<file path="src/rtl/demux_1_2_stream.sv">
// demux_1_2_stream: 1-to-2 valid/ready stream demux with a registered holding slot per output.
// Optional DEMUX_BEAT_CNT_EN adds per-output delivered-beat counters CNT1/CNT2.
module demux_1_2_stream #(
    parameter int W     = 8,
    parameter int CNT_W = 16
) (
    input  logic             CLK,
    input  logic             RST_N,
    input  logic [W-1:0]     I,
    input  logic             I_VALID,
    output logic             I_READY,
    input  logic             S,
    output logic [W-1:0]     Y1,
    output logic             Y1_VALID,
    input  logic             Y1_READY,
    output logic [W-1:0]     Y2,
    output logic             Y2_VALID,
    input  logic             Y2_READY
`ifdef DEMUX_BEAT_CNT_EN
    ,
    output logic [CNT_W-1:0] CNT1,
    output logic [CNT_W-1:0] CNT2
`endif
);
    if (CNT_W < 1) begin : g_bad_cnt_w
        $error("CNT_W must be at least 1");
    end

    logic [W-1:0] y1_q, y1_d, y2_q, y2_d;
    logic         v1_q, v1_d, v2_q, v2_d;
    logic         acc1, acc2, drn1, drn2;

    always_comb begin
        I_READY = S ? (!v2_q | Y2_READY) : (!v1_q | Y1_READY);
        acc1    = I_VALID & I_READY & !S;
        acc2    = I_VALID & I_READY & S;
        drn1    = v1_q & Y1_READY;
        drn2    = v2_q & Y2_READY;
        y1_d    = acc1 ? I : y1_q;
        y2_d    = acc2 ? I : y2_q;
        v1_d    = acc1 | (v1_q & !Y1_READY);
        v2_d    = acc2 | (v2_q & !Y2_READY);
    end

    always_ff @(posedge CLK or negedge RST_N) begin
        if (!RST_N) begin
            y1_q <= '0;
            y2_q <= '0;
            v1_q <= 1'b0;
            v2_q <= 1'b0;
        end else begin
            y1_q <= y1_d;
            y2_q <= y2_d;
            v1_q <= v1_d;
            v2_q <= v2_d;
        end
    end

    assign Y1       = y1_q;
    assign Y2       = y2_q;
    assign Y1_VALID = v1_q;
    assign Y2_VALID = v2_q;

`ifdef DEMUX_BEAT_CNT_EN
    logic [CNT_W-1:0] cnt1_q, cnt1_d, cnt2_q, cnt2_d;

    // Counters wrap naturally at 2^CNT_W.
    always_comb begin
        cnt1_d = cnt1_q + CNT_W'(drn1);
        cnt2_d = cnt2_q + CNT_W'(drn2);
    end

    always_ff @(posedge CLK or negedge RST_N) begin
        if (!RST_N) begin
            cnt1_q <= '0;
            cnt2_q <= '0;
        end else begin
            cnt1_q <= cnt1_d;
            cnt2_q <= cnt2_d;
        end
    end

    assign CNT1 = cnt1_q;
    assign CNT2 = cnt2_q;
`else
    logic unused_drn;
    assign unused_drn = drn1 ^ drn2;
`endif
endmodule

</file>
<file path="config.mk">
export PLATFORM = sky130hd
export DESIGN_NAME = demux_1_2_stream
export DESIGN_NICKNAME = d
export VERILOG_FILES = /design/src/rtl/demux_1_2_stream.sv
export SDC_FILE = /design/constraint.sdc
export NUM_CORES = 1
export LEC_CHECK = 0
export CAP_MARGIN = 20
export CORE_ASPECT_RATIO = 0.7
export CORE_MARGIN = 2
export CORE_UTILIZATION = 36
export CTS_CLUSTER_DIAMETER = 100
export CTS_CLUSTER_SIZE = 8
export DETAILED_ROUTE_END_ITERATION = 12
export GPL_ROUTABILITY_DRIVEN = 0
export GPL_TIMING_DRIVEN = 0
export PLACE_DENSITY = 0.77
export SLEW_MARGIN = 0
export SYNTH_ARGS = -nofsm -noshare
export SYNTH_HDL_FRONTEND = slang
export SYNTH_SLANG_ARGS = --single-unit
</file>
<file path="constraint.sdc">
create_clock -name CLK -period 1.25 [get_ports CLK]
set_clock_uncertainty 0.15 [all_clocks]
set_input_delay 0.3125 -clock CLK [delete_from_list [all_inputs] [get_ports CLK]]
set_output_delay 0.3125 -clock CLK [all_outputs]
set_load 0.03 [all_outputs]
</file>
==> results of run 1 <==
## how the worst max path moves through the flow
| stage | startpoint | slack (ps) | depth (start not counted) | endpoint |
|---|---|---|---|---|
| after detailed placement | Y2_READY | -1090 | 4 | I_READY |
| after CTS | Y2_VALID$_DFF_PN0_ | -360 | 3 | I_READY |
| after global routing | Y2_VALID$_DFF_PN0_ | -430 | 3 | I_READY |
| after global placement | Y2_READY | -1080 | 4 | I_READY |
| final | Y2_VALID$_DFF_PN0_ | -350 | 3 | I_READY |
| after floorplan | Y2_VALID$_DFF_PN0_ | -230 | 3 | Y2[0]$_DFFE_PN0P_ |
## power groups by stage
stage / clock, mW / combinational [mW] / sequential (mW)
after floorplan: 0 / 0.172 / 0.948
after global placement: 0 / 0.657 / 0.745
after detailed placement: 0 / 0.665 / 0.748
after CTS: 0.312 / 0.750 / 0.754
after global routing: 0.349 / 0.909 / 0.771
final: 0.295 / 0.869 / 0.759
## cells in the mapped netlist
cell / n / share of area
dfrtp_1: 18 / 0.58
mux2_2: 8 / 0.12
mux2_4: 8 / 0.16
nand2_1: 2 / 0.0097
nand2b_4: 2 / 0.036
a21oi_1: 1 / 0.0065
and2b_2: 1 / 0.011
buf_12: 1 / 0.026
nand2b_1: 1 / 0.0081
nor2_1: 1 / 0.0048
nor2_8: 1 / 0.026
nor2b_4: 1 / 0.018
## what timing repair did
action	CTS	global route
pin swaps	2	1
setup endpoints to repair	37	35
setup buffers	9	10
resized for setup	135	15
## flip-flops by register name, indices dropped and copies added (netlist names)
register / cells
Y2_VALID: 1
Y2: 8
Y1: 8
Y1_VALID: 1
## layer usage
layer / track usage / share of wire / wire length [um]
met1: 0.1797 / 0.42 / 774
met2: 0.2374 / 0.52 / 961
met3: 0.05793 / 0.055 / 102
met4: 0.05455 / 0.010 / 19
met5: 0 / 0 / 0
## worst reg2reg max path, cell delays in order (launching register included)
cell     delay [ps]
dfrtp_2         410
and2b_4         170
buf_4           150
nor2_8          200
mux2_4          330
## final cells by class
cell class / count / area [um^2] / share of cell area
Timing Repair Buffer: 51 / 489.2 / 0.3574
Sequential cell: 18 / 452.9 / 0.3309
Multi-Input combinational cell: 26 / 352.8 / 0.2578
Tap cell: 22 / 27.53 / 0.02011
Clock buffer: 4 / 26.28 / 0.01920
Buffer: 1 / 20.02 / 0.01463
## cell families after synthesis
kind of cell    Yosys count  share of synthesized area
compound gates            1                   0.006466
mux                      16                     0.2719
simple gates              9                     0.1133
buf+inv                   1                    0.02589
flops                    18                     0.5825
==> qor.yml, run 1 <==
power:
  power.share.combinational: 0.452
  finalPower_mw: 1.922
  ir_drop_uv: 1018
  swShare: 0.3218
  p_per_area_nw_per_um2: 1404
  internal_power_mw: 1.304
  p_seq_frac: 0.395
  p_clk_frac: 0.154
  leakagePower_nw: 0.6725
  p_switching_mw: 0.6187
floorplanning:
  die_x_um: 59.40
  placementRows: 13
  dieArea_um2: 2541
  die_h_um: 42.78
  core_um2: 1936
  start_util: 0.3995
  ioPinCount: 33
route:
  drtIter0Drc: 8
  firstDrtPassIters: 3
  wl_um: 1857
  ant_nets: 0
  wl_per_cell_um: 15.22
  vias: 569
  vias_per_cell: 4.664
  drc: 0
timing:
  final-max-slew-violation-count: 0
  tightest_slew_ps: 789.7
  whs_ps: 49.85
  setup_viol: 35
  fin_crit_sh: 1.283
  max_freq_ghz: 0.6237
  final-hold-violation-count: 0
  tns_ps: -5932
  layout_min_cycle_time_ps: 1603
  rsz0062_at_grt: "true"
  slew_headroom: 0.4735
  fin_ws_ps: -353.4
synth:
  netlist_area_um2: 773.2
  synth-seq-cells: 18
  synth_cell_types: 12
  syn_inst: 45
  ys_warn_count: 0
  yosysSeqAreaShare: 0.5825
  syn_avg_cell_area_um2: 17.18
  syn-num-nets: 59
clock_tree:
  ctsRootBufferMaster: "clkbuf_4"
  cts_buffers: 3
  tritoncts: "done"
  h-tree-depth: 1
  path_clk_slew_ps: 100
  insertion_delay_ps: 290
  hold_buffers: 0
  ctsLongestPathBuffers: 2
  cts.sinks: 18
final_layout:
  layoutNonFillerInstCount: 122
  area_delta_synth_final_pct: 77.02
  fin_nets: 115
  final_util: 0.7072
  drive_above_1_share: 0.6700
  n_antenna_cell: 0
  nFillCells: 135
  final_common_cell: "buf_6"
  finish.instance_area_um2: 1369
  final_cell_mix: "buf_6 (21), buf_4 (17), dfrtp_1 (16), mux2_4 (16), clkdlybuf4s50_1 (9)"
setup_path:
  critPathMaxFanout: 2
  slowest_delay_ps: 410
  end_kind: "primary output"
  critPathKind: "reg2out"
  crit_path_start_kind: "register"
  r2r-end: "Y2[7]$_DFFE_PN0P_"
  cp_data_required_time_ps: 790
  cp_slowest_cell: "dfrtp_2"
  r2r_start: "Y2_VALID$_DFF_PN0_"
  crit_arrival_ps: 1140
  path_buf_inv: 1
  rrSetupSlack_ps: -290
  cp_cell_sequence: "and2b_4, a21oi_4, buf_6"
  reg2regPathDepth: 4
  crit_family: "flip-flops"
run:
  drv_cap: 0
status:
  failed_checks: "negative setup slack"
  outcome: "finished with violations"
global_route:
  grt_util_all_layers: 0.1486
  grt.overflow.total: 0
  grt_start_max_net_pins: 19
  grt_pass1_wl_um: 2649
  antenna_found_initial: 0
  grt_pass1_vias: 550
worst_hold_path:
  hp-class: "in2async"
place:
  dp_slack_ps: -1088
  io_buffers: 32
  dp_cells: 99
  placed_area_um2: 1135
(Power assumes the default switching activity.)
==> run 2: changes to the inputs <==
Settings changed: CORE_MARGIN 2 to 3.
==> run 2 against run 1 <==
  * The flow finishes with violations (negative hold slack, negative setup slack)
  * Die area grew 8.2%
  * Utilization shrank 1.4 points
  * Worst hold slack lost 120 ps
  * Sequential share of layout area grew 0.65 points
  * Combinational power shrank 5.9%
  * First-iteration DRC count grew 75%
  * Global-route usage shrank 1.6 points
  * Register-to-register slack is essentially flat
  * Clock power grew 19%
  * Critical path depth is the same
  * Flip-flop and latch count is the same
  * Total power grew 0.40%
==> qor.yml, run 2 (synthesized netlist as in run 1, its figures left out) <==
final_layout:
  nFillCells: 150  # +11%
  final_cell_mix: "buf_6 (20), dfrtp_1 (16), mux2_4 (16)"
  final_common_cell: "buf_6"
  area_delta_synth_final_pct: 73.62
  multiInputGateArea_um2: 352.8  # unchanged
  drive_above_1_share: 0.6526  # -0.01737
  register_area_um2: 452.9  # unchanged
  n_antenna_cell: 0  # unchanged
  finish.instance_area_um2: 1343  # -1.9%
  fin_nets: 110  # -4.3%
setup_path:
  critPathMaxFanout: 2  # unchanged
  end_kind: "primary output"
  cp_data_required_time_ps: 790  # about the same
  cp_slowest_cell: "dfrtp_2"
  cp-startpoint: "Y2_VALID$_DFF_PN0_"
  crit_path_start_kind: "register"
  r2r_start: "Y2_VALID$_DFF_PN0_"
  reg2regPathDepth: 4  # unchanged
  cp_cell_sequence: "and2b_4, a21oi_4, buf_6"
  crit_family: "flip-flops"
  crit_arrival_ps: 1120  # -20 ps
  critPathKind: "reg2out"
  crit_cells: 3  # unchanged
  path_buf_inv: 1  # unchanged
  slowest_delay_ps: 410  # about the same
floorplanning:
  ioPinCount: 33  # unchanged
  placementRows: 13  # unchanged
  start_util: 0.3995  # unchanged
  die_h_um: 44.78  # +4.7%
  dieArea_um2: 2749  # +8.2%
  core_um2: 1936  # unchanged
  die_x_um: 61.40  # +3.4%
clock_tree:
  cts.sinks: 18  # unchanged
  tritoncts: "done"
  ctsRootBufferMaster: "clkbuf_4"
  cts_buffers: 3  # unchanged
  path_clk_slew_ps: 100  # about the same
  h-tree-depth: 1  # unchanged
  hold_buffers: 0  # unchanged
  insertion_delay_ps: 290  # about the same
  ctsLongestPathBuffers: 2  # unchanged
timing:
  fin_ws_ps: -336.9  # +16.44 ps
  whs_ps: -66.83  # -116.7 ps
  max_freq_ghz: 0.6301  # +1.0%
  layout_min_cycle_time_ps: 1587  # -16.45 ps
  final-max-slew-violation-count: 0  # unchanged
  rsz0062_at_grt: "true"
  setup_viol: 35  # unchanged
  tightest_slew_ps: 785.2  # -4.471 ps
  slew_headroom: 0.4757  # +0.002125
  fin_crit_sh: 1.270  # -0.01316
  final-hold-violation-count: 18  # +18
route:
  wl_per_cell_um: 14.38  # -5.6%
  vias: 531  # -6.7%
  firstDrtPassIters: 3  # unchanged
  vias_per_cell: 4.538  # -2.7%
  drtIter0Drc: 14  # +6
  drc: 0  # unchanged
  ant_nets: 0  # unchanged
  wl_um: 1682  # -9.4%
status:
  outcome: "finished with violations"
  failed_checks: "negative hold slack, negative setup slack"
place:
  placed_area_um2: 1135  # unchanged
  dp_slack_ps: -1066  # +22.14 ps
  io_buffers: 32  # unchanged
global_route:
  grt_util_all_layers: 0.1331  # -0.01554
  grt_pass1_vias: 599  # +8.9%
  grt.overflow.total: 0  # unchanged
  grt_pass1_wl_um: 2677  # +1.1%
  antenna_found_initial: 0  # unchanged
  grt_start_max_net_pins: 19  # unchanged
power:
  leakagePower_nw: 0.6626  # -1.5%
  ir_drop_uv: 707.0  # -31%
  p_per_area_nw_per_um2: 1438  # +2.4%
run:
  drv_cap: 0  # unchanged
worst_hold_path:
  hp-class: "in2async"
[run 2: final cells by class]
type,instances,area share
tap,22,0.02050
timing repair buffer,46,0.3374
multi-input combinational,26,0.2628
sequential,18,0.3374
clock buffer,4,0.02703
buffer,1,0.01491
[run 2: timing repair]
item	4_1_cts	5_1_grt
setup buffers	7	7
endpoints found under the hold margin	0	18
endpoints found under the setup margin	35	37
pin swaps	3	0
resized for setup	142	2
[run 2: worst paths after layout]
path	slack (ps)	end
worst max register to register	-300	Y2[7]$_DFFE_PN0P_
min in group CLK	350	Y1_VALID$_DFF_PN0_
worst max-delay path	-340	I_READY
max in group asynchronous	480	Y2_VALID$_DFF_PN0_
worst min register to register	400	Y2[2]$_DFFE_PN0P_
worst min-delay path	-70	Y1[2]$_DFFE_PN0P_
[run 2: through the flow]
step                      TNS, ps  utilization  instances  power (mW)
after global placement     -19340       0.5863         99       1.404
after detailed placement   -20480       0.5863         99       1.417
after floorplan             -3295            -         45       1.121
final                       -5769       0.6936        117       1.930
after global routing        -7276       0.6936        117       2.026
after CTS                   -5956       0.6632        110       1.897
[run 2: power by group]
group	internal, mW	total, mW	switching [mW]
clock network	0.177	0.351	0.174
logic	0.460	0.818	0.358
registers	0.683	0.761	0.0774
[run 2: metal layers]
| layer | GRT usage | vias up | share of wire |
|---|---|---|---|
| met4 | 0.01271 | 0 | 0 |
| li1 | - | 253 | - |
| met2 | 0.2110 | 21 | 0.51 |
| met5 | 0 | - | 0 |
| met1 | 0.1757 | 257 | 0.41 |
| met3 | 0.06000 | 0 | 0.077 |
